$ cat config.mk
export PLATFORM = sky130hd
export DESIGN_NAME = muldiv_unit
export DESIGN_NICKNAME = d
export VERILOG_FILES = /design/src/rtl/muldiv_unit.sv
export SDC_FILE = /design/constraint.sdc
export NUM_CORES = 1
export LEC_CHECK = 0
export ABC_AREA = 1
export CORE_ASPECT_RATIO = 1.1
export CORE_MARGIN = 5
export CORE_UTILIZATION = 50
export DETAILED_ROUTE_END_ITERATION = 12
export PLACE_DENSITY = 0.72
export SLEW_MARGIN = 20
export SYNTH_ARGS = -nofsm -noshare
export SYNTH_HDL_FRONTEND = slang
export SYNTH_SLANG_ARGS = --single-unit
$ cat constraint.sdc
create_clock -name clk -period 4.36 [get_ports clk]
set_clock_uncertainty 0.05 [all_clocks]
set_input_delay 0.872 -clock clk [delete_from_list [all_inputs] [get_ports clk]]
set_output_delay 0.872 -clock clk [all_outputs]
set_load 0.05 [all_outputs]
$ cat src/rtl/muldiv_unit.sv
// Iterative multiply/divide unit with architectural HI/LO registers.
// Shift-add multiply and restoring divide, one bit per cycle.
module muldiv_unit #(
    parameter int WIDTH = 32
) (
    input  logic             clk,
    input  logic             rst_n,
    input  logic             start,
    input  logic [5:0]       funct,
    input  logic [WIDTH-1:0] op1,
    input  logic [WIDTH-1:0] op2,
    input  logic             flush,
    output logic             busy,
    output logic             done,
    output logic [WIDTH-1:0] hi,
    output logic [WIDTH-1:0] lo
);

    localparam int W  = WIDTH;
    localparam int CW = $clog2(WIDTH) + 1;

    localparam logic [5:0] F_MTHI  = 6'h11;
    localparam logic [5:0] F_MTLO  = 6'h13;
    localparam logic [5:0] F_MULT  = 6'h18;
    localparam logic [5:0] F_MULTU = 6'h19;
    localparam logic [5:0] F_DIV   = 6'h1A;
    localparam logic [5:0] F_DIVU  = 6'h1B;

    typedef enum logic {IDLE, RUN} state_t;

    state_t state, state_n;

    logic          accept, finish, wr_hi, wr_lo;
    logic [CW-1:0] cnt;
    logic          last;

    logic          is_div, neg_a, neg_r, div0;
    logic [W-1:0]  op1_q;
    logic [2*W-1:0] prod, mcand;
    logic [W-1:0]  mplier;
    logic [W-1:0]  rem, quo, dvsr;

    logic          sgn;
    logic [W-1:0]  mag1, mag2;
    logic [2*W-1:0] prod_n, prod_f;
    logic [W:0]    shifted, diff;
    logic          ge;
    logic [W-1:0]  rem_n, quo_n, rem_f, quo_f;
    logic [W-1:0]  res_hi, res_lo;

    assign last = (cnt == CW'(W - 1));
    assign busy = (state == RUN);

    always_ff @(posedge clk or negedge rst_n) begin
        if (!rst_n) begin
            state <= IDLE;
        end else begin
            state <= state_n;
        end
    end

    always_comb begin
        state_n = state;
        accept  = 1'b0;
        finish  = 1'b0;
        wr_hi   = 1'b0;
        wr_lo   = 1'b0;
        unique case (state)
            IDLE: begin
                if (start && !flush) begin
                    case (funct)
                        F_MULT, F_MULTU, F_DIV, F_DIVU: begin
                            accept  = 1'b1;
                            state_n = RUN;
                        end
                        F_MTHI:  wr_hi = 1'b1;
                        F_MTLO:  wr_lo = 1'b1;
                        default: ;
                    endcase
                end
            end
            RUN: begin
                if (flush) begin
                    state_n = IDLE;
                end else if (last) begin
                    finish  = 1'b1;
                    state_n = IDLE;
                end
            end
            default: state_n = IDLE;
        endcase
    end

    // Signed ops iterate on magnitudes; signs are fixed up at the end.
    always_comb begin
        sgn  = (funct == F_MULT) || (funct == F_DIV);
        mag1 = (sgn && op1[W-1]) ? -op1 : op1;
        mag2 = (sgn && op2[W-1]) ? -op2 : op2;
    end

    // diff[W] is the borrow: set exactly when shifted < dvsr.
    always_comb begin
        prod_n  = prod + (mplier[0] ? mcand : '0);
        shifted = {rem, quo[W-1]};
        diff    = shifted - {1'b0, dvsr};
        ge      = ~diff[W];
        rem_n   = ge ? diff[W-1:0] : shifted[W-1:0];
        quo_n   = {quo[W-2:0], ge};
        prod_f  = neg_a ? -prod_n : prod_n;
        quo_f   = neg_a ? -quo_n : quo_n;
        rem_f   = neg_r ? -rem_n : rem_n;
        if (!is_div) begin
            res_hi = prod_f[2*W-1:W];
            res_lo = prod_f[W-1:0];
        end else if (div0) begin
            res_hi = op1_q;
            res_lo = '1;
        end else begin
            res_hi = rem_f;
            res_lo = quo_f;
        end
    end

    always_ff @(posedge clk or negedge rst_n) begin
        if (!rst_n) begin
            cnt    <= '0;
            is_div <= 1'b0;
            neg_a  <= 1'b0;
            neg_r  <= 1'b0;
            div0   <= 1'b0;
            op1_q  <= '0;
            prod   <= '0;
            mcand  <= '0;
            mplier <= '0;
            rem    <= '0;
            quo    <= '0;
            dvsr   <= '0;
            hi     <= '0;
            lo     <= '0;
            done   <= 1'b0;
        end else begin
            done <= 1'b0;
            if (accept) begin
                cnt    <= '0;
                is_div <= (funct == F_DIV) || (funct == F_DIVU);
                neg_a  <= sgn && (op1[W-1] ^ op2[W-1]);
                neg_r  <= sgn && op1[W-1];
                div0   <= (op2 == '0);
                op1_q  <= op1;
                prod   <= '0;
                mcand  <= {{W{1'b0}}, mag1};
                mplier <= mag2;
                rem    <= '0;
                quo    <= mag1;
                dvsr   <= mag2;
            end else if (state == RUN && !flush) begin
                cnt    <= cnt + CW'(1);
                prod   <= prod_n;
                mcand  <= mcand << 1;
                mplier <= mplier >> 1;
                rem    <= rem_n;
                quo    <= quo_n;
            end
            if (finish) begin
                hi   <= res_hi;
                lo   <= res_lo;
                done <= 1'b1;
            end
            if (wr_hi) hi <= op1;
            if (wr_lo) lo <= op1;
        end
    end

endmodule

# Word-level counts from Yosys, hierarchy flattened
# Index checks and enable logic that the tools add are counted.
# word_totals
register_bits	364
input_bits	74
wordCells	90
# classes
add_sub_neg	8
n_eq_ne	7
muxes	43
bitwise_logic	3
n_reduce_logical	13
# op_table
cell	n
$mux 32	19
$mux 64	6
$neg 32->32	4
$add 64x64->64	1
$neg 64->64	1
$eq 6x5->1 const B	7
$sub 33x32->33	1
$logic_not 32->1	1
$mux 1	15
$mux 6	2
$add 6x1->6 const B	1
$reduce_bool 2->1	3
$logic_and 1x1->1	5
$reduce_or 4->1	1
$logic_or 1x1->1	2
$not 1->1	2
$pmux 1 s2	1
$logic_not 1->1	1
$xor 1x1->1	1

# Logic depth before layout (Yosys ltp)
# depth
word_depth	8
ltp_mapped	37

# Worst setup path after synthesis
# Ideal clock, no wire load.
# synth_path
kind	register -> register
from	register quo[31]
to	register lo[26]
setup_ps	118
t_arrival_ps	4207
slack_ps	-15
stages_incl_launch_ff	37
period_less_slack_ps	4375
path_cell_list	dfrtp_1 -> inv_1 -> ha_1 -> inv_1 -> fa_1 -> nand3_1 -> nand3_2 -> nand2_1 -> nand2_2 -> nand2_2 -> nand2_2 -> nand2_4 -> nand3_4 -> nand2_4 -> buf_4 -> buf_4 -> ha_1 -> inv_1 -> nor3_1 -> inv_1 -> nor3_1 -> inv_1 -> nor3_1 -> nand3_1 -> inv_1 -> nand2_1 -> inv_2 -> nand2_1 -> nand2_1 -> o21a_1 -> o21ai_1 -> nand2_1 -> inv_1 -> o21ai_1 -> nand3_1 -> nand3_1 -> nand2_1
# synth_via
elab_chain_len	8
# synth_rtl
item	line_no	source
start, declared	41	logic [W-1:0] rem, quo, dvsr;
start signal, assigned	154	quo <= mag1;
start signal, assigned	162	quo <= quo_n;
$sub 33x32->33	105	diff = shifted - {1'b0, dvsr};
$not 1->1	106	ge = ~diff[W];
$neg 32->32	110	quo_f = neg_a ? -quo_n : quo_n;
$mux 32	110	
$mux 32	115	end else if (div0) begin
$mux 32	112	if (!is_div) begin
$mux 32	164	if (finish) begin
$mux 32	170	if (wr_lo) lo <= op1;
end signal, assigned	166	lo <= res_lo;
end signal, assigned	170	
end, declared	16	output logic [WIDTH-1:0] lo
# No other way between the ends. The select of a mux whose other input is x is not followed.
# A chain may end at the register's enable or synchronous reset.

# Worst setup path in the final report
# layout_path
from	register mplier[0]
to	register hi[0]
# layout_via
elab_chain_len	7
# layout_rtl
item	line_no	source
start, declared	40	logic [W-1:0] mplier;
start signal, assigned	152	mplier <= mag2;
start signal, assigned	160	mplier <= mplier >> 1;
$mux 64 (*)	103	prod_n = prod + (mplier[0] ? mcand : '0);
$add 64x64->64 (*)	103	
$neg 64->64	109	prod_f = neg_a ? -prod_n : prod_n;
$mux 64 (*)	109	
$mux 32 (*)	112	
$mux 32 (*)	164	
$mux 32 (*)	169	if (wr_hi) hi <= op1;
end signal, assigned	165	hi <= res_hi;
end signal, assigned	169	
end, declared	15	output logic [WIDTH-1:0] hi,
# Mark *: on every way between the ends. The rest lies on a longest branch, timed or not. The select of a mux whose other input is x is not followed.

==> qor.txt <==
Hold Path Class = in2async
Root Driver = clkbuf_16
Area Overhead vs Synth = 17.1%
Worst path slowest cell = dfrtp_2
CTS tree = done
# rows = 94
outcome = finished, final reports clean
routed length per instance = 21.3 µm
grt ovf = 0
Sink Count = 364
largest area contributor in the netlist = dfrtp_1
Reg clk slew, reported paths = 0.06 ns
Die Ht = 267 µm
DRT Wirelength = 125000 µm
Post-Syn Nets = 5031
largest net degree at the start of global routing = 103
Netlist cell types = 56
Synth area leaders = dfrtp_1 (30%), nand2_1 (20%), inv_1 (10%)
period utilization = 96.0%
Worst EP arrival = 4.68 ns
Num CTS Buffers = 44
Detailed Routing Iterations Pass 1 = 6
Inst Count DP = 5794
Max Freq = 239 MHz
first-pass GRT wire length = 187000 µm
Max-slew headroom = 24.0%
Routed Antenna Nets = 0
Reg-to-Reg End = hi[0]$_DFFE_PN0P_
overall routing resource usage = 37.2%
crit path kind = reg2reg
IO buf count = 139
non-filler cells, final = 5889
Critical Path Source Type = flip-flop
syn avg cell area = 6.17 µm²
Worst path most repeated cell = nand2_1
Worst R2R Setup Slack = 0.17 ns
Yosys reg bits = 364
Synth top area share = 30.4%
Starting Density = 50.2%
Die ar. = 64900 µm²
Max Transition Viols Final = 0
Critical Path Fanout Max = 6
maximum VDD drop = 0.422 mV
Seq/Total Area, Yosys = 30.4%
ratio of cells with drive above 1 in the final layout = 8.95%
final instance area = 35100 µm²
Core ar. = 59600 µm²
Iteration-0 DRC Markers = 3498
Period minus WS final = 4.19 ns
count of final hold-check violations = 0
residual DRC count = 0
Worst setup EP type = flip-flop
Hold WS = 0.166 ns
Cell Pwr Density = 692 nW/µm²
Skew-Pair Late Insertion Delay = 0.61 ns
I/O pin cnt = 140
initial antenna violation count = 4
Reg2Reg Depth = 28
CP max stage delay = 0.45 ns
Vias/cell = 5.72
CTS H-tree depth = 2
Critical Path RT = 4.85 ns
RSZ-0062 raised after global routing = yes
Max-Cap Viols = 0
cts hold-fix bufs = 0
Post-DP HPWL = 98500 µm
reg-to-reg critical path startpoint = mplier[0]$_DFFE_PN0P_
mapped cell area = 29900 µm²
clock tree buffer depth = 3
DR vias = 33.7k
Leak = 18.8 nW
warning count from the yosys run = 0
vias in the first global route = 31.6k
final setup vio count = 0
Final Power = 24.3 mW
Final Net Count = 5261
gpl congestion = 1.01
Worst Tran Pin Value = 1.14 ns
die width = 243 µm
Cells after Synth = 4854
Placement Cell Area = 33200 µm²
[worst max path at each step]
stage	start	end	cells after the start	slack (ns)
2_1_floorplan	quo[31]$_DFFE_PN0P_	lo[26]$_DFFE_PN0P_	36	0.07
3_3_place_gp	quo[31]$_DFFE_PN0P_	lo[26]$_DFFE_PN0P_	34	0.12
3_5_place_dp	quo[31]$_DFFE_PN0P_	lo[26]$_DFFE_PN0P_	34	0.10
4_1_cts	quo[31]$_DFFE_PN0P_	lo[26]$_DFFE_PN0P_	34	0.09
5_1_grt	quo[31]$_DFFE_PN0P_	lo[28]$_DFFE_PN0P_	33	-0.06
6_report	mplier[0]$_DFFE_PN0P_	hi[0]$_DFFE_PN0P_	28	0.17
[registers in the layout, indices dropped and copies added (netlist names)]
signal	flops
quo	32
neg_r	1
div0	1
dvsr	32
done	1
prod	64
cnt	6
mplier	32
is_div	1
neg_a	1
rem	32
lo	32
mcand	64
hi	32
op1_q	32
busy	1
[metal layers]
layer	GRT usage [%]	wire, µm
met5	0	13
met4	18.1	7480
met3	6.84	11200
met2	59.5	55800
met1	48.8	50700
[placed cells by master, fill, tap and decap left out, types with 55 or more instances in the layout]
master,n
nand2_1,1558
nor2_1,346
a21oi_1,204
nand3_1,359
o221ai_1,67
o22ai_1,62
nand4_1,55
ha_1,93
buf_4,182
clkdlybuf4s50_1,138
dfrtp_1,361
o21ai_0,364
inv_1,797
[synthesized netlist by cell type (all sizes together)]
cell type  count
a211oi         1
a21o           3
a21oi        209
a22o           1
a22oi         16
a31oi          6
and2           5
and3           2
buf           36
clkbuf       114
clkinv         4
dfrtp        364
fa             2
ha           101
inv          814
nand2       1623
nand2b         1
nand3        376
nand3b        26
nand4         55
nor2         386
nor3          61
nor4          10
nor4b          1
o211a          1
o211ai        24
o21a           1
o21ai        404
o21bai        10
o221ai        67
o22ai         62
o2bb2ai        1
o311ai         2
o31ai         12
o41ai          1
or2           13
xnor2         12
xor2          27
[stage by stage]
stage / setup slack [ns] / setup TNS (ns) / util [%]
2_1_floorplan: 0.0735 / 0 / -
3_3_place_gp: 0.124 / 0 / 55.7
3_5_place_dp: 0.103 / 0 / 55.7
4_1_cts: 0.0919 / 0 / 58.2
5_1_grt: -0.0644 / -0.320 / 58.8
6_report: 0.174 / 0 / 58.8
[area by class of cell]
cell class | count | area [µm²]
Fill cell | 6006 | 24600
Multi-Input combinational cell | 3522 | 17400
Sequential cell | 364 | 9110
Inverter | 818 | 3080
Timing Repair Buffer | 334 | 3010
Clock buffer | 54 | 1190
Tap cell | 768 | 961
Clock inverter | 27 | 298
Antenna cell | 2 | 5.00
[logic make-up (layout without fill, tap and decap cells)]
family,after synthesis,in the layout,synth area share [%]
compound gates,821,821,15.6
flops,364,364,30.4
other cells,0,2,0
buf+inv,968,1233,12.4
xor+xnor,39,39,1.14
simple gates,2559,2559,36.1
fa+ha+maj,103,103,4.35
[where the power goes]
part           internal [mW]  switching [mW]
Clock                   2.20            1.68
Sequential              4.36           0.767
Combinational           4.89            10.4
Total                   11.4            12.8
[repair_timing]
action,CTS,global route
setup endpoints to repair,0,39
setup buffers,0,12
resized for setup,0,78
[critical path, delay by kind of cell, from the launching register on]
family	cells	cell delay [ns]
AND/OR/NAND/NOR	20	2.34
flip-flops	1	0.45
AO/OA/AOI/OAI	1	0.24
adder cells (fa/ha/maj)	2	0.57
buffers and inverters	5	0.49
No activity file was read; power rests on OpenSTA's default activity.
